## src/rtl/dram_rw_sequencer.sv

```systemverilog
// Self-test sequencer for the 16-core DRAM write/read datapath: writes a per-row
// byte pattern, reads the row back, and accumulates byte mismatch statistics.
module dram_rw_sequencer #(
    parameter int NUM_ROWS = 64,
    parameter int TIMEOUT  = 4096
) (
    input  logic         clk_100m,
    input  logic         rst_n,
    input  logic         start,
    input  logic [1:0]   pattern_sel,
    output logic         io_en,
    output logic [1:0]   io_model,
    output logic [5:0]   wwl_add,
    output logic [5:0]   rwl_add,
    output logic [63:0]  wbl_data,
    input  logic         wt_done,
    input  logic         rd_done,
    input  logic [127:0] rd_data,
    output logic         busy,
    output logic         done,
    output logic [15:0]  err_cnt,
    output logic         fail_valid,
    output logic [5:0]   fail_addr,
    output logic [5:0]   first_fail_addr,
    output logic         timeout_err
);

    localparam logic [3:0] IDLE     = 4'd0;
    localparam logic [3:0] WR_SETUP = 4'd1;
    localparam logic [3:0] WR_STB   = 4'd2;
    localparam logic [3:0] WR_WAIT  = 4'd3;
    localparam logic [3:0] RD_SETUP = 4'd4;
    localparam logic [3:0] RD_STB   = 4'd5;
    localparam logic [3:0] RD_WAIT  = 4'd6;
    localparam logic [3:0] CHECK    = 4'd7;
    localparam logic [3:0] NEXT     = 4'd8;
    localparam logic [3:0] DONE     = 4'd9;

    localparam int CW = (TIMEOUT > 1) ? $clog2(TIMEOUT) : 1;
    localparam logic [CW-1:0] WAIT_LAST = CW'(TIMEOUT - 1);
    localparam logic [5:0]    LAST_ROW  = 6'(NUM_ROWS - 1);

    logic [3:0]    state, next_state;
    logic [5:0]    row, next_row;
    logic [1:0]    pat, next_pat;
    logic [CW-1:0] wait_cnt;
    logic [127:0]  cap;
    logic          fail_seen;
    logic          start_ok;
    logic          wait_expired;
    logic [7:0]    cur_exp, next_exp;
    logic [4:0]    mism;
    logic [16:0]   err_sum;

    function automatic logic [7:0] pattern_byte(input logic [1:0] sel, input logic [5:0] r);
        logic [7:0] b;
        case (sel)
            2'd0:    b = 8'h55;
            2'd1:    b = 8'hAA;
            2'd2:    b = {2'b00, r};
            default: b = ~{2'b00, r};
        endcase
        return b;
    endfunction

    assign start_ok     = (state == IDLE) && start;
    assign wait_expired = (wait_cnt == WAIT_LAST);
    assign cur_exp      = pattern_byte(pat, row);
    assign next_exp     = pattern_byte(next_pat, next_row);
    assign err_sum      = {1'b0, err_cnt} + 17'(mism);

    always_comb begin
        mism = '0;
        for (int k = 0; k < 16; k++) begin
            if (cap[8*k +: 8] != cur_exp) begin
                mism = mism + 5'd1;
            end
        end
    end

    // Outputs are registered from the next state so they line up with the state they belong to.
    always_comb begin
        next_state = state;
        next_row   = row;
        next_pat   = pat;
        case (state)
            IDLE: begin
                if (start) begin
                    next_state = WR_SETUP;
                    next_row   = '0;
                    next_pat   = pattern_sel;
                end
            end
            WR_SETUP: next_state = WR_STB;
            WR_STB:   next_state = WR_WAIT;
            WR_WAIT: begin
                if (wt_done)           next_state = RD_SETUP;
                else if (wait_expired) next_state = DONE;
            end
            RD_SETUP: next_state = RD_STB;
            RD_STB:   next_state = RD_WAIT;
            RD_WAIT: begin
                if (rd_done)           next_state = CHECK;
                else if (wait_expired) next_state = DONE;
            end
            CHECK: next_state = NEXT;
            NEXT: begin
                if (row == LAST_ROW) begin
                    next_state = DONE;
                end else begin
                    next_row   = row + 6'd1;
                    next_state = WR_SETUP;
                end
            end
            DONE:    next_state = IDLE;
            default: next_state = IDLE;
        endcase
    end

    always_ff @(posedge clk_100m or negedge rst_n) begin
        if (!rst_n) begin
            state           <= IDLE;
            row             <= '0;
            pat             <= '0;
            wait_cnt        <= '0;
            cap             <= '0;
            fail_seen       <= 1'b0;
            io_en           <= 1'b0;
            io_model        <= 2'b00;
            wwl_add         <= '0;
            rwl_add         <= '0;
            wbl_data        <= '0;
            busy            <= 1'b0;
            done            <= 1'b0;
            err_cnt         <= '0;
            fail_valid      <= 1'b0;
            fail_addr       <= '0;
            first_fail_addr <= '0;
            timeout_err     <= 1'b0;
        end else begin
            state <= next_state;
            row   <= next_row;
            pat   <= next_pat;

            if (next_state != state) begin
                wait_cnt <= '0;
            end else if (state == WR_WAIT || state == RD_WAIT) begin
                wait_cnt <= wait_cnt + CW'(1);
            end

            io_en <= (next_state == WR_STB) || (next_state == RD_STB);
            case (next_state)
                WR_SETUP, WR_STB, WR_WAIT: io_model <= 2'b01;
                RD_SETUP, RD_STB, RD_WAIT: io_model <= 2'b10;
                default:                   io_model <= 2'b00;
            endcase

            if (next_state == WR_SETUP) begin
                wwl_add  <= next_row;
                wbl_data <= {8{next_exp}};
            end
            if (next_state == RD_SETUP) begin
                rwl_add <= next_row;
            end

            busy <= (next_state != IDLE);
            done <= (next_state == DONE);

            if (state == RD_WAIT && rd_done) begin
                cap <= rd_data;
            end

            fail_valid <= 1'b0;
            if (start_ok) begin
                err_cnt         <= '0;
                first_fail_addr <= '0;
                timeout_err     <= 1'b0;
                fail_seen       <= 1'b0;
            end else if (state == CHECK) begin
                err_cnt <= err_sum[16] ? 16'hFFFF : err_sum[15:0];
                if (mism != 5'd0) begin
                    fail_valid <= 1'b1;
                    fail_addr  <= row;
                    if (!fail_seen) begin
                        first_fail_addr <= row;
                        fail_seen       <= 1'b1;
                    end
                end
            end

            // A wait state leaving straight for DONE can only mean the wait expired.
            if ((state == WR_WAIT || state == RD_WAIT) && next_state == DONE) begin
                timeout_err <= 1'b1;
            end
        end
    end

endmodule
```

## config.mk

```make
export PLATFORM = sky130hd
export DESIGN_NAME = dram_rw_sequencer
export DESIGN_NICKNAME = d
export VERILOG_FILES = /design/src/rtl/dram_rw_sequencer.sv
export SDC_FILE = /design/constraint.sdc
export NUM_CORES = 1
export LEC_CHECK = 0
export ABC_AREA = 1
export BUFFER_PORTS_ARGS = -buffer_cell sky130_fd_sc_hd__buf_2
export CELL_PAD_IN_SITES_DETAIL_PLACEMENT = 1
export CELL_PAD_IN_SITES_GLOBAL_PLACEMENT = 1
export CORE_MARGIN = 4
export CORE_UTILIZATION = 30
export DETAILED_ROUTE_END_ITERATION = 8
export GPL_ROUTABILITY_DRIVEN = 0
export PLACE_DENSITY_LB_ADDON = 0.1
export SYNTH_ARGS = -nofsm -noshare
export SYNTH_HDL_FRONTEND = slang
export SYNTH_SLANG_ARGS = --single-unit
```

## constraint.sdc

```tcl
create_clock -name clk_100m -period 23.1 [get_ports clk_100m]
set_clock_uncertainty 0.15 [all_clocks]
set_input_delay 2.31 -clock clk_100m [delete_from_list [all_inputs] [get_ports clk_100m]]
set_output_delay 2.31 -clock clk_100m [all_outputs]
set_load 0.02 [all_outputs]
```

Yosys cells after proc, flatten, opt, wreduce, memory -nomap -nowiden. Cells that the tools add are included.

Logic and storage cells: 144. Register bits: 264. Input bits: 135.

$add $sub $neg: 18. Mux-type cells: 47. Bitwise gates (word level): 3. Equal/unequal tests: 39. Reductions and logical operators: 19.

Operator list (number): 8-bit inequality test (16); 5-bit by 1-bit adder with 5-bit output, second input constant (15); 5-bit 2-to-1 mux (15); 16-bit 2-to-1 mux (3); 8-bit one-hot mux with 3 select lines (2); 6-bit 2-to-1 mux (6); 4-bit one-hot mux with 9 select lines (1); 4-bit by 3-bit equality test with 1-bit output, second input constant (7); 12-bit 2-to-1 mux (2); 4-bit 2-to-1 mux (5); 16-bit by 5-bit adder with 17-bit output (1); 4-bit by 2-bit equality test with 1-bit output, second input constant (4); 6-bit NOT with 8-bit output (2); 12-bit by 1-bit adder with 12-bit output, second input constant (1); 12-bit equality test, second input constant (1); 6-bit one-hot mux with 2 select lines (1); 1-bit 2-to-1 mux (9); 4-bit by 1-bit equality test with 1-bit output, second input constant (2); 4-bit equality test, second input constant (2); 2-bit nonzero test (4); 6-bit by 1-bit adder with 6-bit output, second input constant (1); 6-bit equality test, second input constant (1); 3-bit AND reduction (2); 3-bit OR reduction (2); 14 further kinds (21).

Depth between registers and ports, before layout.
Depth in word-level cells: 38. Depth in mapped cells: 83.

Worst setup path before layout. OpenSTA, ideal clock, no wires.

Path type: register to register. From: register pat[0]. To: register err_cnt[2]. Path buffers: 3. Data required time: 22.866 ns. Stages on the path, launching flop included: 79. Arrival: 12.325 ns. Path slack: 10.541 ns. Cells stage by stage: dfrtp_1 -> ha_1 -> buf_6 -> nor2_8 -> nand2_1 -> nand2_2 -> buf_4 -> clkbuf_1 -> nor2_1 -> a2111oi_0 -> nand3_1 -> inv_1 -> ha_1 -> inv_1 -> nand4_1 -> nand2_1 -> inv_1 -> ha_1 -> (+43 left out) -> inv_1 -> ha_1 -> inv_1 -> o31ai_1 -> inv_1 -> nor2_1 -> inv_1 -> a21oi_1 -> inv_1 -> nor2_1 -> nand4_1 -> nor2_1 -> inv_1 -> nor2_1 -> inv_1 -> nor2_1 -> a21oi_1 -> o21ai_0.

Longest elaborated chain between the ends: 38. Elaborated cells between the ends (all ways): 55. Those cells by class: add/sub: 16; eq/ne: 18; mux: 20; reduce/logical: 1.

Ends and longest elaborated chain: start: declaration (RTL line 45) `logic [1:0] pat, next_pat;`; start signal: assignment (RTL line 143) `pat <= next_pat;`; 2-bit equality test, or another cell as far along (RTL line 57) `case (sel)`; 8-bit one-hot mux with 3 select lines (*) (RTL line 57); 8-bit inequality test (RTL line 75) `if (cap[8*k +: 8] != cur_exp) begin`; 1-bit 2-to-1 mux (RTL line 75); 5-bit by 1-bit adder with 5-bit output (RTL line 76) `mism = mism + 5'd1;`; 5-bit 2-to-1 mux (RTL line 75); 5-bit by 1-bit adder with 5-bit output (RTL line 76); 5-bit 2-to-1 mux (RTL line 75); (+22 left out); 5-bit by 1-bit adder with 5-bit output (RTL line 76); 5-bit 2-to-1 mux (RTL line 75); 5-bit by 1-bit adder with 5-bit output (RTL line 76); 5-bit 2-to-1 mux (*) (RTL line 75); 16-bit by 5-bit adder with 17-bit output (*) (RTL line 70) `assign err_sum = {1'b0, err_cnt} + 17'(mism);`; 16-bit 2-to-1 mux (*) (RTL line 180) `err_cnt <= err_sum[16] ? 16'hFFFF : err_sum[15:0];`; 16-bit 2-to-1 mux (*) (RTL line 179) `end else if (state == CHECK) begin`; 16-bit 2-to-1 mux (*) (RTL line 174) `if (start_ok) begin`; end signal: assignment (RTL line 180); end: declaration (RTL line 21) `output logic [15:0] err_cnt,`.

Mark *: on every way between the ends. The rest lies on a longest branch, timed or not. The select of a mux whose other input is x is not followed. A chain may end at the register's enable or synchronous reset.

Final worst setup path.
From: register pat[0]. To: register err_cnt[6].

The elaborated chain is that of the path after synthesis.

==> metrics.md <==
| Metric | Value |
|---|---|
| DP HPWL | `32900 um` |
| Cell area after synthesis | `0.0133 sq mm` |
| CP max FO | `30` |
| DR iter-0 viols | `588` |
| Largest family of logic cells by synthesized area | `simple AND/OR/NAND/NOR gates` |
| Vias in the first global route | `12400` |
| Die ar. | `0.0477 sq mm` |
| Die X | `218 um` |
| Synth Area in Compound Gates | `0.0703` |
| Clock slew at reported path FFs | `60 ps` |
| HP Class | `reg2reg` |
| Routed vias | `11900` |
| CTS resizes | `0` |
| Final setup fails | `0` |
| Final hold vios | `0` |
| Final slew viol count | `0` |
| H-tree Lvls | `1` |
| Hold_buf cts | `0` |
| Critical path origin | `pat[0]` |
| Relative slew slack | `0.258` |
| Adder-cell share of the synthesized area | `0.0298` |
| Startpoint class of the critical path | `register` |
| Ratio of cells with drive above 1 in the final layout | `0.197` |
| Ys Warns | `0` |
| CP required | `23430 ps` |
| Starting Density | `0.306` |
| First-pass GRT wire length | `68900 um` |
| Synthesized Nets | `1992` |
| Fin crit period | `14650 ps` |
| Total clock buffers created by CTS | `27` |
| Max Clock Freq | `68.3 MHz` |
| Hold WS | `328 ps` |
| Port buffer count | `245` |
| Cell variety after synth | `59` |
| Hold Startpoint | `timeout_err` |
| Delay-heaviest family, CP | `simple AND/OR/NAND/NOR gates` |
| Clock Tree Root | `clkbuf_16` |
| Num ports | `246` |
| Post-Layout Cell Count | `2606` |
| CTS tree | `built` |
| Final period util | `0.634` |
| Grt total ovfl | `0` |
| Area growth from synthesis to layout | `17.1%` |
| Multi-input gate area | `0.00657 sq mm` |
| Register Area | `0.00520 sq mm` |
| CTS Sinks | `208` |
| Post-synthesis async set-or-reset flop share | `1.00` |
| Crit-path max cell delay | `560 ps` |
| Worst R2R Start | `pat[0]` |
| Post-CTS Setup Repair Bufs | `0` |
| Drt wl/cell | `16.7 um` |
| CTS max path bufs | `3` |
| Maxcap violations | `0` |
| Core box area | `0.0434 sq mm` |
| Least-Margin Pin Slew | `1100 ps` |
| Crit path capture type | `register` |
| Final #Nets | `2166` |
| Mean Syn Cell Area | `7.27 sq um` |
| Status | `finished, final reports clean` |
| Post-synthesis mux area share | `0` |
| FF+latch count, synth | `208` |
| Largest net degree at the start of global routing | `88` |
| Post-synth EDFFs | `0` |
| TritonRoute pass-1 iters | `4` |
| Placed cells | `2556` |
| Sequential cell area fraction in the yosys report | `0.392` |
| Total GRT Usage | `0.180` |
| Critical path class | `reg2reg` |
| Site row count | `76` |
| Crit path DAT | `14980 ps` |
| Chip Height | `218 um` |
| CP max stage cell | `nand2_2` |
| Fillers | `5482` |
| Final wirelength | `43400 um` |
| Syn Inst Count | `1826` |
| Residual DRC | `0` |
| Drt via density | `4.58` |
| Clk_lat worst skew | `570 ps` |
| Simple-Gate Fraction of Synth Area | `0.347` |
| Unrepaired setup endpoints after global routing | `false` |
| Worst path buffer plus inverter count | `17` |
| Initial antenna violation count | `0` |
| Most used flip-flop cell after synthesis | `dfrtp_1` |
| Crit-path most repeated cell | `inv_1` |
| Final TNS setup | `0 ps` |
| Post-route antenna net violation count | `0` |
| Post-synthesis xor/xnor area fraction | `0.0474` |
[per-stage QoR]
| stage | worst slack (ps) | util | area [sq um] |
|---|---|---|---|
| floorplan | 10540 | - | 13300 |
| global placement | 8960 | 0.337 | 14600 |
| detailed placement | 8340 | 0.337 | 14600 |
| CTS | 8250 | 0.358 | 15500 |
| global route | 7050 | 0.358 | 15500 |
| finish | 8450 | 0.358 | 15500 |
[layout make-up]
type	count	area share
multi-input combinational	1297	0.423
antenna	1	0.000161
clock inverter	10	0.00967
tap	585	0.0471
clock buffer	39	0.0496
inverter	213	0.0518
timing repair buffer	253	0.0835
sequential	208	0.335
[state kept, by name, indices dropped and copies added, names as in the netlist, 6 cells and up]
signal and cells:
cap 128, wwl_add 6, row 6, fail_addr 6, wbl_data 8, err_cnt 16
first_fail_addr 6, wait_cnt 12, rwl_add 6
[cell usage after synthesis (all sizes together), types with 2 or more instances]
master	count	area share
nand2	688	0.21
inv	209	0.059
dfrtp	208	0.39
nor2	126	0.041
o21ai	92	0.036
nand3	87	0.036
buf	72	0.042
xor2	37	0.025
clkbuf	36	0.010
xnor2	34	0.022
a21oi	32	0.013
ha	30	0.028
or2	30	0.014
nand4	24	0.011
nor3	23	0.0087
nand3b	21	0.012
o22ai	20	0.0094
nor4	18	0.0094
and2	4	0.0020
clkinv	4	0.0011
a211oi	3	0.0017
nor3b	3	0.0017
o211ai	3	0.0017
a2111oi	2	0.0013
a21boi	2	0.0011
a31oi	2	0.00094
and3	2	0.00094
o2111ai	2	0.0013
o21a	2	0.0011
o31ai	2	0.0011
or3	2	0.00094
[cell usage in the layout, fill, tap and decap left out, types with 8 or more instances in the layout]
cell / Yosys / layout
inv_1: 202 / 201
buf_4: 61 / 8
nand3b_1: 20 / 20
nand2_4: 7 / 8
a21oi_1: 30 / 30
or2_2: 27 / 27
nand2_2: 30 / 30
o22ai_1: 20 / 20
ha_1: 30 / 30
clkbuf_16: 0 / 27
xnor2_1: 34 / 34
dfrtp_1: 208 / 208
buf_2: 3 / 244
nor3_1: 23 / 23
nor2_1: 118 / 118
nand3_1: 79 / 79
nand2_1: 649 / 648
xor2_1: 36 / 36
o21ai_0: 86 / 86
nand4_1: 24 / 24
nor4_1: 16 / 16
[per-layer routing]
metal / global-route usage / wire length [um]
met1: 0.261 / 21400
met2: 0.296 / 20200
met3: 0.0213 / 1270
met4: 0.0293 / 500
met5: 0 / 0
[tightest hold or removal path, delay by kind of cell, from the launching register on]
family,cells,cell delay [ps]
DFF,1,330
and+or+nand+nor,2,110
[cells by family after synthesis]
group,after synthesis
and+or+nand+nor,1030
adders and majority gates,31
xor gates and xnor gates,71
buffers and inverters,321
AOI/OAI and AO/OA,165
DFF,208
[path summary, 6_finish.rpt]
kind                                 to  slack, ps  depth (start not counted)
max reg2reg                  err_cnt[6]       8450                         75
max                          err_cnt[6]       8450                         75
min in group asynchronous  wbl_data[60]       1600                          1
max in group asynchronous       cap[61]      19010                          3
min                         timeout_err        330                          2
min reg2reg                 timeout_err        330                          2
Power is not shown: default switching activity piles up to over one toggle a cycle in this logic, so the estimate is an artifact.
